### src/rtl/mpu_issue.sv
// mpu_issue: descriptor FIFO plus a cycle-exact mirror of the mpu_ctrl
// IDLE/MMAC/MMUL sequencer, driving convctl_mpu* so each field is stable
// in the cycle mpu_ctrl consumes it.
module mpu_issue #(
  parameter int FIFO_DEPTH   = 4,
  parameter int MRX_IND_WTH  = 5,
  parameter int MRX_ADDR_WTH = 9,
  parameter int VR_IND_WTH   = 4,
  parameter int CMD_WTH      = 3 + 2*(2+MRX_IND_WTH+MRX_ADDR_WTH)
                               + MRX_IND_WTH + MRX_ADDR_WTH + VR_IND_WTH + 7
) (
  input  logic                           clk_i,
  input  logic                           rst_i,
  input  logic                           cmd_valid_i,
  output logic                           cmd_ready_o,
  input  logic [CMD_WTH-1:0]             cmd_data_i,
  output logic [1:0]                     issue_mpu__code_o,
  output logic                           issue_mpu__type_o,
  output logic                           issue_mpu0__mrs0_sl_o,
  output logic                           issue_mpu0__mrs0_sr_o,
  output logic [MRX_IND_WTH-1:0]         issue_mpu0__mrs0_index_o,
  output logic [MRX_ADDR_WTH-1:0]        issue_mpu0__mrs0_addr_o,
  output logic                           issue_mpu1__mrs0_sl_o,
  output logic                           issue_mpu1__mrs0_sr_o,
  output logic [MRX_IND_WTH-1:0]         issue_mpu1__mrs0_index_o,
  output logic [MRX_ADDR_WTH-1:0]        issue_mpu1__mrs0_addr_o,
  output logic [MRX_IND_WTH-1:0]         issue_mpu__mrs1_index_o,
  output logic [MRX_ADDR_WTH-1:0]        issue_mpu__mrs1_addr_o,
  output logic [VR_IND_WTH-1:0]          issue_mpu__vrd_index_o,
  output logic [6:0]                     issue_mpu__mac_len_o,
  output logic                           busy_o,
  output logic [$clog2(FIFO_DEPTH):0]    fifo_cnt_o,
  output logic                           err_o
);

  localparam int PW   = $clog2(FIFO_DEPTH) + 1;
  localparam int AW   = PW - 1;
  localparam int BLK  = 2 + MRX_IND_WTH + MRX_ADDR_WTH;
  localparam int M0   = 3;
  localparam int M1   = M0 + BLK;
  localparam int MRS1 = M0 + 2*BLK;
  localparam int VRD  = MRS1 + MRX_IND_WTH + MRX_ADDR_WTH;
  localparam int LEN  = VRD + VR_IND_WTH;

  typedef enum logic [1:0] {
    ST_IDLE = 2'd0,
    ST_MMAC = 2'd1,
    ST_MMUL = 2'd2
  } state_t;

  logic [CMD_WTH-1:0] mem [FIFO_DEPTH];
  logic [PW-1:0]      wr_ptr, rd_ptr;
  logic               full, empty, push, pop;
  logic [CMD_WTH-1:0] head, head_fix;
  logic               head_legal, head_mmac;

  state_t             st, st_d;
  logic [6:0]         cnt, cnt_d;
  logic [CMD_WTH-1:0] cur_q, cur_d;
  logic               err_q, err_d;
  logic               slot;
  logic [VRD-1:0]     sel;

  assign empty      = (wr_ptr == rd_ptr);
  assign full       = (wr_ptr[PW-1] != rd_ptr[PW-1]) && (wr_ptr[AW-1:0] == rd_ptr[AW-1:0]);
  assign head       = mem[rd_ptr[AW-1:0]];
  // codes 1 and 3 are the only legal ones, i.e. bit 0 set
  assign head_legal = ~empty & head[0];
  assign head_mmac  = (head[1:0] == 2'b11);
  assign slot       = (st == ST_IDLE) || (st == ST_MMUL) ||
                      ((st == ST_MMAC) && (cnt == cur_q[LEN +: 7] - 7'd1));
  assign push       = cmd_valid_i & ~full;
  assign pop        = slot & ~empty;

  // descriptor storage
  always_ff @(posedge clk_i) begin
    if (push) mem[wr_ptr[AW-1:0]] <= cmd_data_i;
  end

  // mirror next-state, current-op load and error flag
  always_comb begin
    st_d     = st;
    cnt_d    = cnt;
    cur_d    = cur_q;
    err_d    = err_q;
    head_fix = head;
    if (head_mmac && head[LEN +: 7] == 7'd0) head_fix[LEN +: 7] = 7'd1;
    if (slot) begin
      if (head_legal) begin
        st_d  = head_mmac ? ST_MMAC : ST_MMUL;
        cnt_d = '0;
        cur_d = head_fix;
        if (head_mmac && head[LEN +: 7] == 7'd0) err_d = 1'b1;
      end else begin
        st_d = ST_IDLE;
        if (pop) err_d = 1'b1;
      end
    end else if (st == ST_MMAC) begin
      cnt_d = cnt + 7'd1;
    end
  end

  // state, pointers and current-op registers
  always_ff @(posedge clk_i) begin
    if (rst_i) begin
      wr_ptr <= '0;
      rd_ptr <= '0;
      st     <= ST_IDLE;
      cnt    <= '0;
      cur_q  <= '0;
      err_q  <= 1'b0;
    end else begin
      if (push) wr_ptr <= wr_ptr + 1'b1;
      if (pop)  rd_ptr <= rd_ptr + 1'b1;
      st     <= st_d;
      cnt    <= cnt_d;
      cur_q  <= cur_d;
      err_q  <= err_d;
    end
  end

  // in a slot mpu_ctrl samples the new op (or zeros = IDLE); otherwise it
  // sees the executing op so its code/type delay chains stay consistent
  always_comb begin
    sel = cur_q[VRD-1:0];
    if (slot) sel = head_legal ? head[VRD-1:0] : '0;
  end

  assign issue_mpu__code_o        = sel[1:0];
  assign issue_mpu__type_o        = sel[2];
  assign issue_mpu0__mrs0_sl_o    = sel[M0];
  assign issue_mpu0__mrs0_sr_o    = sel[M0+1];
  assign issue_mpu0__mrs0_index_o = sel[M0+2 +: MRX_IND_WTH];
  assign issue_mpu0__mrs0_addr_o  = sel[M0+2+MRX_IND_WTH +: MRX_ADDR_WTH];
  assign issue_mpu1__mrs0_sl_o    = sel[M1];
  assign issue_mpu1__mrs0_sr_o    = sel[M1+1];
  assign issue_mpu1__mrs0_index_o = sel[M1+2 +: MRX_IND_WTH];
  assign issue_mpu1__mrs0_addr_o  = sel[M1+2+MRX_IND_WTH +: MRX_ADDR_WTH];
  assign issue_mpu__mrs1_index_o  = sel[MRS1 +: MRX_IND_WTH];
  assign issue_mpu__mrs1_addr_o   = sel[MRS1+MRX_IND_WTH +: MRX_ADDR_WTH];
  assign issue_mpu__vrd_index_o   = cur_q[VRD +: VR_IND_WTH];
  assign issue_mpu__mac_len_o     = cur_q[LEN +: 7];

  assign cmd_ready_o = ~full;
  assign busy_o      = (st != ST_IDLE) | ~empty;
  assign fifo_cnt_o  = wr_ptr - rd_ptr;
  assign err_o       = err_q;

endmodule

### config.mk
export PLATFORM = sky130hd
export DESIGN_NAME = mpu_issue
export DESIGN_NICKNAME = d
export VERILOG_FILES = /design/src/rtl/mpu_issue.sv
export SDC_FILE = /design/constraint.sdc
export NUM_CORES = 1
export LEC_CHECK = 0
export ABC_AREA = 1
export BUFFER_PORTS_ARGS = -buffer_cell sky130_fd_sc_hd__clkbuf_2
export CORE_ASPECT_RATIO = 1.75
export CORE_MARGIN = 5
export CORE_UTILIZATION = 59
export CTS_CLUSTER_DIAMETER = 60
export DETAILED_ROUTE_END_ITERATION = 8
export PLACE_DENSITY_LB_ADDON = 0.05
export SYNTH_ARGS = -nofsm -noshare
export SYNTH_HDL_FRONTEND = slang
export SYNTH_SLANG_ARGS = --single-unit
### constraint.sdc
create_clock -name clk_i -period 5.4 [get_ports clk_i]
set_input_delay 0.54 -clock clk_i [delete_from_list [all_inputs] [get_ports clk_i]]
set_output_delay 0.54 -clock clk_i [all_outputs]
set_load 0.1 [all_outputs]
==> Implementation_results.wiki, run 1 <==
{| class="wikitable"
! Metric !! Value
|-
| Final cell utilization of the core || 0.6706
|-
| Area taken by flip-flops and latches || 8773 um2
|-
| Total standard cell area after synthesis || 12700 um2
|-
| Count of hold-fix buffers inserted at cts || 0
|-
| Total area of multi-input combinational cells || 3415 um2
|-
| Data arrival time of the worst path || 3.63 ns
|-
| Number of instances resized during post-cts repair || 0
|-
| Count of yosys warnings during synthesis || 0
|-
| CP Max Fanout || 92
|-
| Drt drc || 0
|-
| Number of library cell types mapped by synthesis || 30
|-
| Final wirelength || 27.69 mm
|-
| Vias per cell || 5.572
|-
| Number of hold violations in the final report || 0
|-
| Wire length of the first global-routing pass || 43.59 mm
|-
| Worst hold-check path type || in2reg
|-
| GR Util All Layers || 0.2260
|-
| Clock sinks || 318
|-
| Depth of the worst hold-timing path || 1
|-
| Achievable frequency || ~240 MHz
|-
| Count of vias placed by the detailed router || 8620
|-
| Estimated wirelength of the detail-placed design || 16.48 mm
|-
| Worst Path Class, Setup || reg2out
|-
| Starting utilization of the core area || 0.5957
|-
| Fill cell instance count of the final layout || 1631
|-
| Synthesized netlist net count || around 1200
|-
| Crit. End Element || output port
|-
| Run status || finished, final reports clean
|-
| Final worst path period share || 0.7715
|-
| Post-CTS clock slew at the launch and capture registers of the worst setup and hold paths || about 0.06 ns
|-
| Data required, critical path || 4.86 ns
|-
| Unrepaired setup endpoints after global routing || false
|-
| Layout Nets || 1340
|-
| Wire length per cell || about 18 um
|-
| Cts bufs inserted || 28
|-
| Total grt overflow || 0
|-
| Post-route ant nets || 0
|-
| Synth Instances || about 1200
|-
| Final-report max-slew violation count || 0
|-
| CTS tree || done
|-
| Clock network latency to the later pin of the worst-skew pair || 0.55 ns
|-
| Via count of the first global-routing pass || 8424
|-
| Setup clock skew after layout || 0.009188 ns
|-
| Area Overhead vs Synth || 12.57%
|-
| Sequential area share after synthesis || 0.6904
|-
| Average cell area after synthesis || 10.83 um2
|-
| Startpoint kind of the worst setup timing path || register
|-
| Die span in x || 120.9 um
|-
| Minimum period implied by the final worst setup slack || between 4 and 5 ns
|-
| Worst-Margin Slew || 1.008 ns
|-
| Worst relative slew slack || 0.3281
|-
| Number of I/O pins || 129
|-
| Count of state elements after synthesis || 318
|-
| Max Cap Violations || 0
|-
| R2r worst-path depth || 6
|-
| Port Buf Inserts || 128
|-
| Die Y-Extent || a little over 200 um
|-
| Total negative slack || 0 ns
|-
| Share of post-route cells with drive strength above 1 || 0.1606
|-
| Placeable core region || approximately 21000 um2
|-
| Count of final setup violators || 0
|-
| DRC violation total after the first TritonRoute iteration || between 600 and 700
|-
| Maximum number of pins on one net before global-route repair || approximately 100
|-
| Total setup buffers inserted after CTS || 0
|-
| Number of core rows || approximately 70
|-
| Final RePlAce weighted congestion || 0.8126
|-
| Worst-case clock buffer depth || 3
|-
| Depth of the CTS H-tree || 1
|-
| DR pass1 iterations || 5
|-
| Antenna violations before repair || 3
|-
| CTS Root Buffer Type || sky130_fd_sc_hd__clkbuf_16
|-
| DIE AREA || around 25000 um2
|}
[state kept, by name, summed over array words and instances (netlist names), named ones only]
register  count
cnt           7
st            2
err_o         1
rd_ptr        3
cur_q        60
mem         240
wr_ptr        3
[critical path, cell delays in order, from the launching register on]
cell and delay [ns]:
sky130_fd_sc_hd__dfxtp_4 0.53, sky130_fd_sc_hd__buf_4 0.75, sky130_fd_sc_hd__nand2_1 0.10, sky130_fd_sc_hd__nand3_1 0.14, sky130_fd_sc_hd__nand2_1 0.08, sky130_fd_sc_hd__nor2_1 0.18
sky130_fd_sc_hd__nand2_4 0.08, sky130_fd_sc_hd__clkinv_4 0.33, sky130_fd_sc_hd__nand2_1 0.13, sky130_fd_sc_hd__nand2_1 0.13, sky130_fd_sc_hd__clkbuf_2 0.47
[metrics by stage]
stage	cells	cell area, um2	hold WS, ns	setup WS (ns)
after detailed placement	1492	13390	0.4533	1.821
after floorplan	1173	12700	0.4308	0.4189
after global routing	1547	14300	0.2000	0.9741
after global placement	1492	13390	0.4406	1.822
final	1547	14300	0.2103	1.234
after CTS	1544	14290	0.1853	1.238
[area by class of cell]
| cell class | instances | area share |
|---|---|---|
| Sequential cell | 318 | 0.6136 |
| Multi-Input combinational cell | 741 | 0.2388 |
| Clock buffer | 37 | 0.05426 |
| Timing Repair Buffer | 140 | 0.05111 |
| Tap cell | 255 | 0.02232 |
| Inverter | 38 | 0.01041 |
| Clock inverter | 15 | 0.008926 |
| Antenna cell | 3 | 0.0005251 |
[placed cells by master, fill, tap and decap left out]
cell and count:
sky130_fd_sc_hd__nand2_1 286, sky130_fd_sc_hd__clkinvlp_4 1, sky130_fd_sc_hd__or2_1 1, sky130_fd_sc_hd__clkinv_2 8, sky130_fd_sc_hd__dfxtp_4 1, sky130_fd_sc_hd__nor2_4 4
sky130_fd_sc_hd__nand4_1 2, sky130_fd_sc_hd__ha_1 9, sky130_fd_sc_hd__and3_1 1, sky130_fd_sc_hd__bufinv_16 2, sky130_fd_sc_hd__edfxtp_1 240, sky130_fd_sc_hd__buf_4 12
sky130_fd_sc_hd__a21oi_1 62, sky130_fd_sc_hd__dfxtp_2 1, sky130_fd_sc_hd__fa_1 1, sky130_fd_sc_hd__nand2_4 2, sky130_fd_sc_hd__nand3b_1 1, sky130_fd_sc_hd__nand3_1 40
sky130_fd_sc_hd__clkbuf_1 6, sky130_fd_sc_hd__diode_2 3, sky130_fd_sc_hd__dfxtp_1 76, sky130_fd_sc_hd__o21ai_1 1, sky130_fd_sc_hd__clkinv_1 3, sky130_fd_sc_hd__clkbuf_8 2
sky130_fd_sc_hd__clkbuf_16 29, sky130_fd_sc_hd__inv_2 3, sky130_fd_sc_hd__nor2_1 140, sky130_fd_sc_hd__xor2_1 5, sky130_fd_sc_hd__o22ai_1 54, sky130_fd_sc_hd__nand2_2 11
sky130_fd_sc_hd__clkinvlp_2 1, sky130_fd_sc_hd__xnor2_1 3, sky130_fd_sc_hd__clkinv_4 2, sky130_fd_sc_hd__inv_1 33, sky130_fd_sc_hd__nor3_1 2, sky130_fd_sc_hd__o21ai_0 116
sky130_fd_sc_hd__clkbuf_2 128
[logic make-up after synthesis]
family | share of synthesized area
flops | 0.6904
buf+inv | 0.04315
fa+ha+maj | 0.01044
simple gates | 0.1534
compound gates | 0.09713
xor+xnor | 0.005517
[final timing paths]
kind / startpoint / to / slack, ns
worst max-delay path: register / issue_mpu__mrs1_index_o[0] / 1.23
worst min-delay path: cmd_data_i[35] / mem[2][35]$_DFFE_PP_ / 0.21
worst max register to register: wr_ptr[0]$_SDFFE_PP0P_ / mem[3][34]$_DFFE_PP_ / 2.50
worst min register to register: cur_q[0]$_SDFFE_PP0P_ / cur_q[0]$_SDFFE_PP0P_ / 0.46
[Yosys cell counts]
cell / instances / share of area
sky130_fd_sc_hd__a21oi_1: 62 / 0.024
sky130_fd_sc_hd__and3_1: 1 / 0.00049
sky130_fd_sc_hd__buf_1: 1 / 0.00030
sky130_fd_sc_hd__buf_2: 13 / 0.0051
sky130_fd_sc_hd__buf_4: 12 / 0.0071
sky130_fd_sc_hd__buf_6: 4 / 0.0035
sky130_fd_sc_hd__buf_8: 2 / 0.0024
sky130_fd_sc_hd__clkbuf_1: 43 / 0.013
sky130_fd_sc_hd__clkbuf_2: 1 / 0.00039
sky130_fd_sc_hd__clkinv_4: 1 / 0.00069
sky130_fd_sc_hd__dfxtp_1: 78 / 0.12
sky130_fd_sc_hd__edfxtp_1: 240 / 0.57
sky130_fd_sc_hd__fa_1: 1 / 0.0016
sky130_fd_sc_hd__ha_1: 9 / 0.0089
sky130_fd_sc_hd__inv_1: 36 / 0.011
sky130_fd_sc_hd__inv_2: 1 / 0.00030
sky130_fd_sc_hd__nand2_1: 286 / 0.085
sky130_fd_sc_hd__nand2_2: 11 / 0.0054
sky130_fd_sc_hd__nand2_4: 2 / 0.0018
sky130_fd_sc_hd__nand3_1: 40 / 0.016
sky130_fd_sc_hd__nand3b_1: 1 / 0.00059
sky130_fd_sc_hd__nand4_1: 2 / 0.00098
sky130_fd_sc_hd__nor2_1: 144 / 0.043
sky130_fd_sc_hd__nor3_1: 2 / 0.00079
sky130_fd_sc_hd__o21ai_0: 116 / 0.046
sky130_fd_sc_hd__o21ai_1: 1 / 0.00039
sky130_fd_sc_hd__o22ai_1: 54 / 0.027
sky130_fd_sc_hd__or2_1: 1 / 0.00049
sky130_fd_sc_hd__xnor2_1: 3 / 0.0021
sky130_fd_sc_hd__xor2_1: 5 / 0.0034
[routing by layer]
metal  routed length, um  GRT usage
met2               14710     0.4086
met5                   0          0
met3                1351    0.03545
met4                 726    0.08104
met1               10900     0.2713
Power of run 1 is not shown: default switching activity piles up to over one toggle a cycle in this logic, so the estimate is an artifact.
==> inputs of run 2 (changes only) <==
- clock period: 5.4 -> 4.25 ns (I/O delays scaled with it)
==> run 2 against run 1 <==
Sequential share of layout area fell by 1.1 points. Largest cell class unchanged. Hold slack got worse by 0.098 ns. Non-clock buffer count rose by 3. Cell area rose by 1.8%. Critical path depth rose by 4.
==> Implementation_results.wiki, run 2 (synthesized netlist as in run 1, its figures left out) <==
{| class="wikitable"
! Metric !! Value
|-
| Worst reg2reg path startpoint || wr_ptr[0]$_SDFFE_PP0P_
|-
| Placeable core region || 21320 um2 (unchanged)
|-
| Cts bufs inserted || 27 (-3.6%)
|-
| Worst hold slack after final layout || 0.1127 ns (-0.09768 ns)
|-
| Final worst path period share || 0.8955
|-
| Number of I/O pins || 129 (unchanged)
|-
| Post-CTS clock slew at the launch and capture registers of the worst setup and hold paths || 0.07 ns (about the same)
|-
| Non-Filler Cell Area, Final || 14560 um2 (+1.8%)
|-
| DIE AREA || 24680 um2 (unchanged)
|-
| Unrepaired setup endpoints after global routing || false
|-
| R2R setup slack || 1.58 ns (-0.92 ns)
|-
| Run status || finished, final reports clean
|-
| Estimated wirelength of the detail-placed design || 16.64 mm (+0.92%)
|-
| End point of the most critical hold path || mem[0][37]$_DFFE_PP_
|-
| R2r worst-path depth || 6 (unchanged)
|-
| Vias per cell || 5.650 (+1.4%)
|-
| Clock network latency to the later pin of the worst-skew pair || 0.53 ns (-0.02 ns)
|-
| Count of hold-fix buffers inserted at cts || 0 (unchanged)
|-
| Worst hold-check path type || in2reg
|-
| Worst-case clock buffer depth || 3 (unchanged)
|-
| Wire length per cell || 18.15 um (+1.4%)
|-
| Depth of the worst hold-timing path || 1 (unchanged)
|-
| Maximum number of pins on one net before global-route repair || 71 (-30%)
|-
| Crit. End Element || output port
|-
| Total setup buffers inserted after CTS || 0 (unchanged)
|-
| DR pass1 iterations || 7 (+2)
|-
| Number of hold violations in the final report || 0 (unchanged)
|-
| Data required, critical path || 3.83 ns (-1.03 ns)
|-
| Number of core rows || 71 (unchanged)
|-
| Layout Nets || 1342 (+0.15%)
|-
| CTS tree || done
|-
| Launch point of the worst path || cur_q[53]$_SDFFE_PP0P_
|-
| Number of flip-flops in the largest register || 240 (unchanged)
|-
| Depth of the CTS H-tree || 1 (unchanged)
|-
| Worst relative slew slack || 0.3095 (-0.01863)
|-
| Final RePlAce weighted congestion || 0.8983 (+11%)
|-
| Achievable frequency || 262.8 MHz
|-
| Commonest non-fill, non-tap cell in the layout || sky130_fd_sc_hd__nand2_1
|-
| Total placed cells including tap cells || 1495 (+0.20%)
|-
| Die span in x || 120.9 um (unchanged)
|-
| Setup clock skew after layout || 0.01348 ns (+0.004294 ns)
|-
| Final-report max-slew violation count || 0 (unchanged)
|-
| CTS Root Buffer Type || sky130_fd_sc_hd__clkbuf_16
|-
| Worst Path Class, Setup || reg2out
|-
| Via count of the first global-routing pass || 8670 (+2.9%)
|-
| Number of instances resized during post-cts repair || 0 (unchanged)
|-
| GR Util All Layers || 0.2272 (+0.001140)
|-
| Minimum period implied by the final worst setup slack || 3.806 ns
|-
| Wire length of the first global-routing pass || 44.04 mm (+1.0%)
|-
| Count of vias placed by the detailed router || 8729 (+1.3%)
|-
| Cell area reported after detailed placement || 13670 um2 (+2.1%)
|-
| Drt drc || 0 (unchanged)
|-
| Area Overhead vs Synth || 14.62%
|-
| Post-route ant nets || 0 (unchanged)
|-
| Reg-to-reg endpoint || mem[0][29]$_DFFE_PP_
|-
| Worst-Margin Slew || 1.034 ns (+0.02644 ns)
|-
| Hold path start || cmd_data_i[37]
|-
| Startpoint kind of the worst setup timing path || register
|-
| Starting utilization of the core area || 0.5957 (unchanged)
|-
| DRC violation total after the first TritonRoute iteration || 720 (+13%)
|-
| Commonest cells after routing, fill and taps aside || sky130_fd_sc_hd__nand2_1 (286), sky130_fd_sc_hd__edfxtp_1 (240), sky130_fd_sc_hd__nor2_1 (140)
|-
| Count of final setup violators || 0 (unchanged)
|-
| Die Y-Extent || 204.1 um (unchanged)
|-
| Final wirelength || 28.05 mm (+1.3%)
|-
| Port Buf Inserts || 128 (unchanged)
|-
| Total grt overflow || 0 (unchanged)
|-
| CP Max Fanout || 49 (-47%)
|-
| Antenna violations before repair || 2 (-1)
|-
| Clock sinks || 318 (unchanged)
|-
| Share of post-route cells with drive strength above 1 || 0.1606 (unchanged)
|-
| Final cell count without fillers || 1545 (-0.13%)
|-
| Data arrival time of the worst path || 3.38 ns (-0.25 ns)
|-
| Max Cap Violations || 0 (unchanged)
|}
-- run 2: changes by cell type in the layout (fill, tap and decap cells not counted), sizes merged --
cell      before  now
clkbuf       165  149
bufinv         2    3
clkinvlp       2    1
clkinv        13   10
inv           36   37
buf           12   30
diode          3    1
-- run 2: stage by stage --
stage / TNS, ns / worst slack, ns / utilization
4_1_cts: 0 / 0.4374 / 0.6827
5_1_grt: 0 / 0.1289 / 0.6828
6_report: 0 / 0.4441 / 0.6828
3_5_place_dp: 0 / 1.012 / 0.6413
2_1_floorplan: -131.10 / -0.7283 / -
3_3_place_gp: 0 / 1.077 / 0.6413
-- run 2: worst max-delay path: stages (launching register included) --
cell,delay (ns)
sky130_fd_sc_hd__dfxtp_1,0.39
sky130_fd_sc_hd__inv_1,0.10
sky130_fd_sc_hd__ha_1,0.24
sky130_fd_sc_hd__nand2_1,0.12
sky130_fd_sc_hd__nand2_1,0.07
sky130_fd_sc_hd__nand2_1,0.05
sky130_fd_sc_hd__nand2_1,0.05
sky130_fd_sc_hd__nand2_1,0.06
sky130_fd_sc_hd__nor2_1,0.04
sky130_fd_sc_hd__nand2_1,0.10
sky130_fd_sc_hd__nand2_4,0.12
sky130_fd_sc_hd__inv_2,0.77
sky130_fd_sc_hd__nand2_1,0.12
sky130_fd_sc_hd__nand2_1,0.13
sky130_fd_sc_hd__clkbuf_2,0.46
-- run 2: worst max path at each step --
stage               depth (start not counted)  slack (ns)                     endpoint
floorplan                                   5       -0.73          mem[0][0]$_DFFE_PP_
global placement                           14        1.08    issue_mpu__mrs1_addr_o[0]
detailed placement                         14        1.01    issue_mpu__mrs1_addr_o[5]
CTS                                        14        0.44    issue_mpu__mrs1_addr_o[5]
global route                               14        0.13  issue_mpu1__mrs0_index_o[4]
finish                                     14        0.44    issue_mpu__mrs1_addr_o[5]
-- run 2: layout make-up --
cell class / instances / area [um2]
Antenna cell: 1 / 2.502
Clock buffer: 36 / 739.5
Clock inverter: 13 / 142.6
Fill cell: 1606 / 6763
Inverter: 38 / 150.1
Multi-Input combinational cell: 741 / 3415
Sequential cell: 318 / 8773
Tap cell: 255 / 319.1
Timing Repair Buffer: 143 / 1016
-- run 2: routing by layer --
metal / up-vias / part of all wire / routed length [um] / track usage
li1: 4230 / - / - / -
met3: 44 / 0.051 / 1438 / 0.03129
met1: 4207 / 0.38 / 10700 / 0.2603
met2: 246 / 0.54 / 15270 / 0.4327
met5: - / 0.00046 / 13 / 0
met4: 2 / 0.022 / 628 / 0.06888
Power of run 2 is left out for the same reason.
